===== src/rtl/id_ex_stage_if.sv =====
// ID/EX stage port bundle: decoded instruction, forwarding sources and EX-side outputs.
// "master" is the surrounding pipeline; "slave" is the stage itself.
interface id_ex_stage_if #(
  parameter int DATA_W = 32,
  parameter int REG_AW = 5
);
  logic              in_valid;
  logic              in_ready;
  logic [5:0]        opcode;
  logic [5:0]        funct;
  logic [REG_AW-1:0] rs_addr;
  logic [REG_AW-1:0] rt_addr;
  logic [REG_AW-1:0] rd_addr;
  logic [DATA_W-1:0] rs_data;
  logic [DATA_W-1:0] rt_data;
  logic [15:0]       imm16;
  logic              ex_fwd_en;
  logic [REG_AW-1:0] ex_fwd_addr;
  logic [DATA_W-1:0] ex_fwd_data;
  logic              mem_fwd_en;
  logic [REG_AW-1:0] mem_fwd_addr;
  logic [DATA_W-1:0] mem_fwd_data;
  logic              flush;
  logic              out_valid;
  logic              out_ready;
  logic [DATA_W-1:0] A;
  logic [DATA_W-1:0] B;
  logic [3:0]        ALU_Sel;
  logic [REG_AW-1:0] dest_addr;
  logic              reg_write;
  logic              illegal;

  modport master (
    output in_valid, opcode, funct, rs_addr, rt_addr, rd_addr, rs_data, rt_data, imm16,
           ex_fwd_en, ex_fwd_addr, ex_fwd_data, mem_fwd_en, mem_fwd_addr, mem_fwd_data,
           flush, out_ready,
    input  in_ready, out_valid, A, B, ALU_Sel, dest_addr, reg_write, illegal
  );

  modport slave (
    input  in_valid, opcode, funct, rs_addr, rt_addr, rd_addr, rs_data, rt_data, imm16,
           ex_fwd_en, ex_fwd_addr, ex_fwd_data, mem_fwd_en, mem_fwd_addr, mem_fwd_data,
           flush, out_ready,
    output in_ready, out_valid, A, B, ALU_Sel, dest_addr, reg_write, illegal
  );
endinterface


===== src/rtl/id_ex_stage.sv =====
// ID/EX pipeline register: decodes opcode/funct into ALU_Sel, resolves forwarded
// operands and holds A/B/ALU_Sel/writeback control behind a valid/ready handshake.
module id_ex_stage #(
  parameter int DATA_W = 32,
  parameter int REG_AW = 5
) (
  input logic         clk,
  input logic         rst_n,
  id_ex_stage_if.slave bus
);
  logic              is_r;
  logic              dec_legal;
  logic [3:0]        dec_sel;
  logic [DATA_W-1:0] imm_ext;
  logic [DATA_W-1:0] rs_op;
  logic [DATA_W-1:0] rt_op;
  logic [REG_AW-1:0] dec_dest;
  logic              capture;

  logic              valid_q;
  logic [DATA_W-1:0] a_q;
  logic [DATA_W-1:0] b_q;
  logic [3:0]        sel_q;
  logic [REG_AW-1:0] dest_q;
  logic              wr_q;
  logic              ill_q;

  assign bus.in_ready = !valid_q || bus.out_ready;
  assign capture      = bus.in_valid && bus.in_ready && !bus.flush;

  // Unsupported encodings fall back to AND (select 4) with no writeback.
  always_comb begin
    is_r      = (bus.opcode == 6'h00);
    dec_sel   = 4'd4;
    dec_legal = 1'b1;
    if (is_r) begin
      case (bus.funct)
        6'h20:   dec_sel = 4'd0;
        6'h21:   dec_sel = 4'd1;
        6'h22:   dec_sel = 4'd2;
        6'h23:   dec_sel = 4'd3;
        6'h24:   dec_sel = 4'd4;
        6'h25:   dec_sel = 4'd5;
        6'h26:   dec_sel = 4'd6;
        6'h2A:   dec_sel = 4'd8;
        6'h2B:   dec_sel = 4'd7;
        default: dec_legal = 1'b0;
      endcase
    end else begin
      case (bus.opcode)
        6'h08:   dec_sel = 4'd0;
        6'h09:   dec_sel = 4'd1;
        6'h0A:   dec_sel = 4'd8;
        6'h0B:   dec_sel = 4'd7;
        6'h0C:   dec_sel = 4'd4;
        6'h0D:   dec_sel = 4'd5;
        6'h0E:   dec_sel = 4'd6;
        default: dec_legal = 1'b0;
      endcase
    end
  end

  // Logical immediates are zero-extended; everything else sign-extends.
  always_comb begin
    if (bus.opcode == 6'h0C || bus.opcode == 6'h0D || bus.opcode == 6'h0E)
      imm_ext = {{(DATA_W-16){1'b0}}, bus.imm16};
    else
      imm_ext = {{(DATA_W-16){bus.imm16[15]}}, bus.imm16};
    dec_dest = is_r ? bus.rd_addr : bus.rt_addr;
  end

  // Register zero is never forwarded; the younger EX/MEM result wins over MEM/WB.
  always_comb begin
    rs_op = bus.rs_data;
    if (bus.rs_addr != '0) begin
      if (bus.ex_fwd_en && bus.ex_fwd_addr == bus.rs_addr)
        rs_op = bus.ex_fwd_data;
      else if (bus.mem_fwd_en && bus.mem_fwd_addr == bus.rs_addr)
        rs_op = bus.mem_fwd_data;
    end
    rt_op = bus.rt_data;
    if (bus.rt_addr != '0) begin
      if (bus.ex_fwd_en && bus.ex_fwd_addr == bus.rt_addr)
        rt_op = bus.ex_fwd_data;
      else if (bus.mem_fwd_en && bus.mem_fwd_addr == bus.rt_addr)
        rt_op = bus.mem_fwd_data;
    end
  end

  always_ff @(posedge clk or negedge rst_n) begin
    if (!rst_n) begin
      valid_q <= 1'b0;
      a_q     <= '0;
      b_q     <= '0;
      sel_q   <= '0;
      dest_q  <= '0;
      wr_q    <= 1'b0;
      ill_q   <= 1'b0;
    end else if (bus.flush) begin
      valid_q <= 1'b0;
    end else if (capture) begin
      valid_q <= 1'b1;
      a_q     <= rs_op;
      b_q     <= is_r ? rt_op : imm_ext;
      sel_q   <= dec_sel;
      dest_q  <= dec_dest;
      wr_q    <= dec_legal && (dec_dest != '0);
      ill_q   <= !dec_legal;
    end else if (bus.out_ready) begin
      valid_q <= 1'b0;
    end
  end

  assign bus.out_valid = valid_q;
  assign bus.A         = a_q;
  assign bus.B         = b_q;
  assign bus.ALU_Sel   = sel_q;
  assign bus.dest_addr = dest_q;
  assign bus.reg_write = wr_q;
  assign bus.illegal   = ill_q;
endmodule

===== src/flat_wrapper.sv =====
// flat-port wrapper written by rule: the top's interface ports become plain ports
module id_ex_stage_flat 
#(
  parameter int DATA_W = 32,
  parameter int REG_AW = 5
)
  (clk, rst_n, bus_in_valid, bus_opcode, bus_funct, bus_rs_addr, bus_rt_addr, bus_rd_addr, bus_rs_data, bus_rt_data, bus_imm16, bus_ex_fwd_en, bus_ex_fwd_addr, bus_ex_fwd_data, bus_mem_fwd_en, bus_mem_fwd_addr, bus_mem_fwd_data, bus_flush, bus_out_ready, bus_in_ready, bus_out_valid, bus_A, bus_B, bus_ALU_Sel, bus_dest_addr, bus_reg_write, bus_illegal);
  id_ex_stage_if #(.DATA_W(DATA_W), .REG_AW(REG_AW)) bus_i ();
  input logic clk;
  input logic rst_n;
  input wire logic [$bits(bus_i.in_valid)-1:0] bus_in_valid;
  input wire logic [$bits(bus_i.opcode)-1:0] bus_opcode;
  input wire logic [$bits(bus_i.funct)-1:0] bus_funct;
  input wire logic [$bits(bus_i.rs_addr)-1:0] bus_rs_addr;
  input wire logic [$bits(bus_i.rt_addr)-1:0] bus_rt_addr;
  input wire logic [$bits(bus_i.rd_addr)-1:0] bus_rd_addr;
  input wire logic [$bits(bus_i.rs_data)-1:0] bus_rs_data;
  input wire logic [$bits(bus_i.rt_data)-1:0] bus_rt_data;
  input wire logic [$bits(bus_i.imm16)-1:0] bus_imm16;
  input wire logic [$bits(bus_i.ex_fwd_en)-1:0] bus_ex_fwd_en;
  input wire logic [$bits(bus_i.ex_fwd_addr)-1:0] bus_ex_fwd_addr;
  input wire logic [$bits(bus_i.ex_fwd_data)-1:0] bus_ex_fwd_data;
  input wire logic [$bits(bus_i.mem_fwd_en)-1:0] bus_mem_fwd_en;
  input wire logic [$bits(bus_i.mem_fwd_addr)-1:0] bus_mem_fwd_addr;
  input wire logic [$bits(bus_i.mem_fwd_data)-1:0] bus_mem_fwd_data;
  input wire logic [$bits(bus_i.flush)-1:0] bus_flush;
  input wire logic [$bits(bus_i.out_ready)-1:0] bus_out_ready;
  output wire logic [$bits(bus_i.in_ready)-1:0] bus_in_ready;
  output wire logic [$bits(bus_i.out_valid)-1:0] bus_out_valid;
  output wire logic [$bits(bus_i.A)-1:0] bus_A;
  output wire logic [$bits(bus_i.B)-1:0] bus_B;
  output wire logic [$bits(bus_i.ALU_Sel)-1:0] bus_ALU_Sel;
  output wire logic [$bits(bus_i.dest_addr)-1:0] bus_dest_addr;
  output wire logic [$bits(bus_i.reg_write)-1:0] bus_reg_write;
  output wire logic [$bits(bus_i.illegal)-1:0] bus_illegal;
  assign bus_i.in_valid = bus_in_valid;
  assign bus_i.opcode = bus_opcode;
  assign bus_i.funct = bus_funct;
  assign bus_i.rs_addr = bus_rs_addr;
  assign bus_i.rt_addr = bus_rt_addr;
  assign bus_i.rd_addr = bus_rd_addr;
  assign bus_i.rs_data = bus_rs_data;
  assign bus_i.rt_data = bus_rt_data;
  assign bus_i.imm16 = bus_imm16;
  assign bus_i.ex_fwd_en = bus_ex_fwd_en;
  assign bus_i.ex_fwd_addr = bus_ex_fwd_addr;
  assign bus_i.ex_fwd_data = bus_ex_fwd_data;
  assign bus_i.mem_fwd_en = bus_mem_fwd_en;
  assign bus_i.mem_fwd_addr = bus_mem_fwd_addr;
  assign bus_i.mem_fwd_data = bus_mem_fwd_data;
  assign bus_i.flush = bus_flush;
  assign bus_i.out_ready = bus_out_ready;
  assign bus_in_ready = bus_i.in_ready;
  assign bus_out_valid = bus_i.out_valid;
  assign bus_A = bus_i.A;
  assign bus_B = bus_i.B;
  assign bus_ALU_Sel = bus_i.ALU_Sel;
  assign bus_dest_addr = bus_i.dest_addr;
  assign bus_reg_write = bus_i.reg_write;
  assign bus_illegal = bus_i.illegal;
  id_ex_stage #(.DATA_W(DATA_W), .REG_AW(REG_AW)) u_core (.clk(clk), .rst_n(rst_n), .bus(bus_i));
endmodule

===== config.mk =====
export PLATFORM = sky130hd
export DESIGN_NAME = id_ex_stage_flat
export DESIGN_NICKNAME = d
export VERILOG_FILES = /design/src/rtl/id_ex_stage_if.sv /design/src/rtl/id_ex_stage.sv /design/src/flat_wrapper.sv
export SDC_FILE = /design/constraint.sdc
export NUM_CORES = 1
export LEC_CHECK = 0
export ABC_CLOCK_PERIOD_IN_PS = 2000
export CORE_ASPECT_RATIO = 0.9
export CORE_MARGIN = 5
export CORE_UTILIZATION = 30
export DETAILED_ROUTE_END_ITERATION = 8
export PLACE_DENSITY = 0.69
export SLEW_MARGIN = 20
export SYNTH_ARGS = -nofsm -noshare
export SYNTH_HDL_FRONTEND = slang
export SYNTH_SLANG_ARGS = --single-unit

===== constraint.sdc =====
create_clock -name clk -period 2 [get_ports clk]
set_input_delay 0.3 -clock clk [delete_from_list [all_inputs] [get_ports clk]]
set_output_delay 0.3 -clock clk [all_outputs]
set_load 0.02 [all_outputs]

==> flow_summary_export.csv <==
group,metric,value,unit
run_status,status,"finished, final reports clean",
hold_path,min_from,"bus_rt_addr[2]",
global_routing,grtUsageTotal,0.227,
sta,rsz0062_at_grt,"false",
cts,cts.clk_slew.worst_paths,0.06,ns
cts,cts_tree,"done",
cts,cts_buffers,9,
synthesis,synth_xor_area_frac,0.0400,
cells_and_area,postLayoutCoreUtil,0.564,
place,place_hpwl,16200,um
synthesis,postSynthCellCount,492,
power_and_ir_drop,p_total,0.00565,W
sta,slew-limit-headroom,0.605,
place,place.gp.congestion,0.954,
critical_path,critPathSlowestCell,"clkdlybuf4s50_1",
sta,worstMarginPinSlew,0.592,ns
power_and_ir_drop,power_leakage,3.27,nW
critical_path,max_stage_delay,0.55,ns
route,antenna_left,0,
sta,timing.final.hold_violations,0,
synthesis,synth_top_family_by_area,"compound AO/OA/AOI/OAI gates",
synthesis,syn_area,4590,um^2
synthesis,synth_top_area_cell,"dfrtp_1",
die,core,14900,um^2
synthesis,yosysSeqAreaShare,0.414,
cts,worstSkewPairLatency,0.34,ns
synthesis,synth_cell_types,40,
cts,h-tree-depth,3,
cells_and_area,fillCellCount,1263,
sta,period_needed,1.97,ns
die,die_h,127,um
synthesis,yosys_warnings,0,
synthesis,synthMuxAreaShare,0.0153,
critical_path,arrival,2.19,ns
sta,fin_skew,0.00684,ns
critical_path,crit_fanout,24,
route,drt-wirelength-per-cell,22.0,um
critical_path,r2r_start,"u_core.bus.out_valid",
sta,max_freq,508,MHz
synthesis,synth_fp_nets,680,
cts,cts.sinks,76,
synthesis,synth_adder_area_share,0,
cells_and_area,syn_to_final_growth,82.7,%
global_routing,antenna_found_initial,1,
sta,timing.final.crit_share,0.985,
cts,root_buffer,"clkbuf_16",
synthesis,synth_area_leaders,"dfrtp_1 41%, o22ai_1 7.2%, o221a_2 6.6%",
critical_path,r2r_cells,7,
synthesis,synthSimpleGateAreaFrac,0.152,
route,drtPass1Iterations,5,
critical_path,worstPathCellList,"clkdlybuf4s50_1 > xor2_1 > nor4_1 > buf_4 > a211o_1 > buf_12 > o22ai_1 > nand2_1 > o221a_2",
critical_path,required,2.23,ns
die,die_x,140,um
global_routing,grt_overflow,0,
global_routing,grt_max_degree,45,
die,die-area,17900,um^2
cells_and_area,drive_above_1_share,0.175,
die,io_pins,265,
critical_path,crit_type,"primary input to register",
cts,clockBufferDepth,2,
sta,setup_viol,0,
hold_path,hold_class,"primary input to register",
die,initial_core_util,0.309,
global_routing,grt_first_pass_wirelength,32000,um
global_routing,grt_pass1_vias,5657,
die,rows,42,
synthesis,synth.avg_cell_area,9.34,um^2
critical_path,end_kind,"register",
route,drc,0,
place,port-buffer-count,264,
sta,drv_slew,0,
route,drt_iter0_markers,308,
flow_run,max_cap_violations,0,
route,vias,5532,
cells_and_area,nNetsFinal,972,
cells_and_area,final_common_cell,"clkdlybuf4s50_1",
route,via_per_inst,5.60,
power_and_ir_drop,vdd_drop_max,0.000413,V
sta,hold_ws,0.342,ns
synthesis,ys_ff_latch,76,
hold_path,holdPathStages,3,
synthesis,synth_compound_area_frac,0.331,
power_and_ir_drop,p_per_area,673,nW/um^2
critical_path,startpoint,"bus_ex_fwd_addr[4]",
cells_and_area,mostFrequentLayoutCells,"255 x clkdlybuf4s50_1, 76 x dfrtp_1, 59 x nand2_1",
synthesis,netlist.area_leader.share,0.414,
critical_path,worst_setup_path_start_kind,"primary input",
route,wirelength,21800,um
-- power by group --
group          total (W)  switching (W)  internal, W
sequential       0.00195       0.000168      0.00178
combinational    0.00199       0.000893      0.00110
clock            0.00171       0.000669      0.00104
total            0.00565        0.00173      0.00392
-- critical path: cells and delay by family --
family                    cells  cell delay, ns
and+or+nand+nor               2            0.18
buffers and inverters         3            0.89
AOI/OAI and AO/OA             3            0.63
xor gates and xnor gates      1            0.18
-- timing repair --
action                                  in CTS  in global routing
hold buffers                                 1                  0
setup buffers                                0                  1
pin swaps                                    0                  3
hold endpoints to repair                    39                  0
resized for setup                            6                 16
endpoints found under the setup margin      28                 57
cloned                                       0                  6
-- worst paths after layout --
path | to | slack [ns]
max in group asynchronous | u_core.bus.B[0] | 0.89
min | u_core.bus.dest_addr[2] | 0.34
min in group asynchronous | u_core.bus.ALU_Sel[3] | 0.51
min reg2reg | u_core.bus.B[10] | 0.51
max reg2reg | u_core.bus.B[18] | 0.25
max | u_core.bus.A[12] | 0.03
-- cells in the mapped netlist --
cell type,n
or4_4,1
or3_1,8
buf_2,10
nor2b_1,4
nand2b_1,1
o21ai_0,24
o211ai_1,1
o221a_1,5
a22o_1,2
a31oi_1,16
nor4_1,1
xnor2_1,16
nor2_1,44
o221a_2,27
nor3_1,2
inv_1,1
xor2_1,5
nand3_1,4
nand2_1,61
and2_1,2
o2111ai_1,1
dfrtp_1,76
nor2_8,1
o221ai_1,17
clkbuf_1,26
o22ai_2,20
and3_1,9
nand3b_1,1
or2_2,3
or4_1,1
o21ai_1,4
o22ai_1,53
a21oi_1,14
buf_4,3
o21ai_4,1
mux2i_1,7
buf_6,4
nor3b_1,1
a211o_1,8
nand4_1,7
-- kinds of logic after synthesis --
group / count (synthesis)
compound gates: 193
simple gates: 151
flops: 76
buf+inv: 44
xor+xnor: 21
mux: 7
-- state kept, by name (all words and copies together) (netlist names) --
name,flops
u_core.bus.illegal,1
u_core.bus.out_valid,1
u_core.bus.A,32
u_core.bus.B,32
u_core.bus.reg_write,1
u_core.bus.ALU_Sel,4
u_core.bus.dest_addr,5
-- layout make-up --
type | instances | area, um^2 | share of cell area
repair buffers | 324 | 3390 | 0.404
multi-input cells | 372 | 2540 | 0.302
flip-flops and latches | 76 | 1900 | 0.227
clock buffers | 11 | 253 | 0.0301
well taps | 198 | 248 | 0.0295
clock inverters | 5 | 60.1 | 0.00716
inverters | 1 | 3.75 | 0.000447
diodes | 1 | 2.50 | 0.000298
-- per-layer routing --
metal  vias up  GRT usage  routed length [um]
met5         -          0                   0
met3        44     0.0497                1860
met4         0     0.0809                 657
met1      2681      0.302                9110
li1       2489          -                   -
met2       318      0.367               10200
-- through the flow --
step | TNS (ns) | worst slack, ns | area [um^2] | cells
after floorplan | 0 | 0.159 | 4590 | 492
after global placement | -20.68 | -0.392 | 7840 | 963
after detailed placement | -22.41 | -0.437 | 7840 | 963
after CTS | 0 | 0.00264 | 8170 | 980
after global routing | 0 | 0.00645 | 8390 | 988
final | 0 | 0.0302 | 8390 | 988
(Power assumes the default switching activity.)
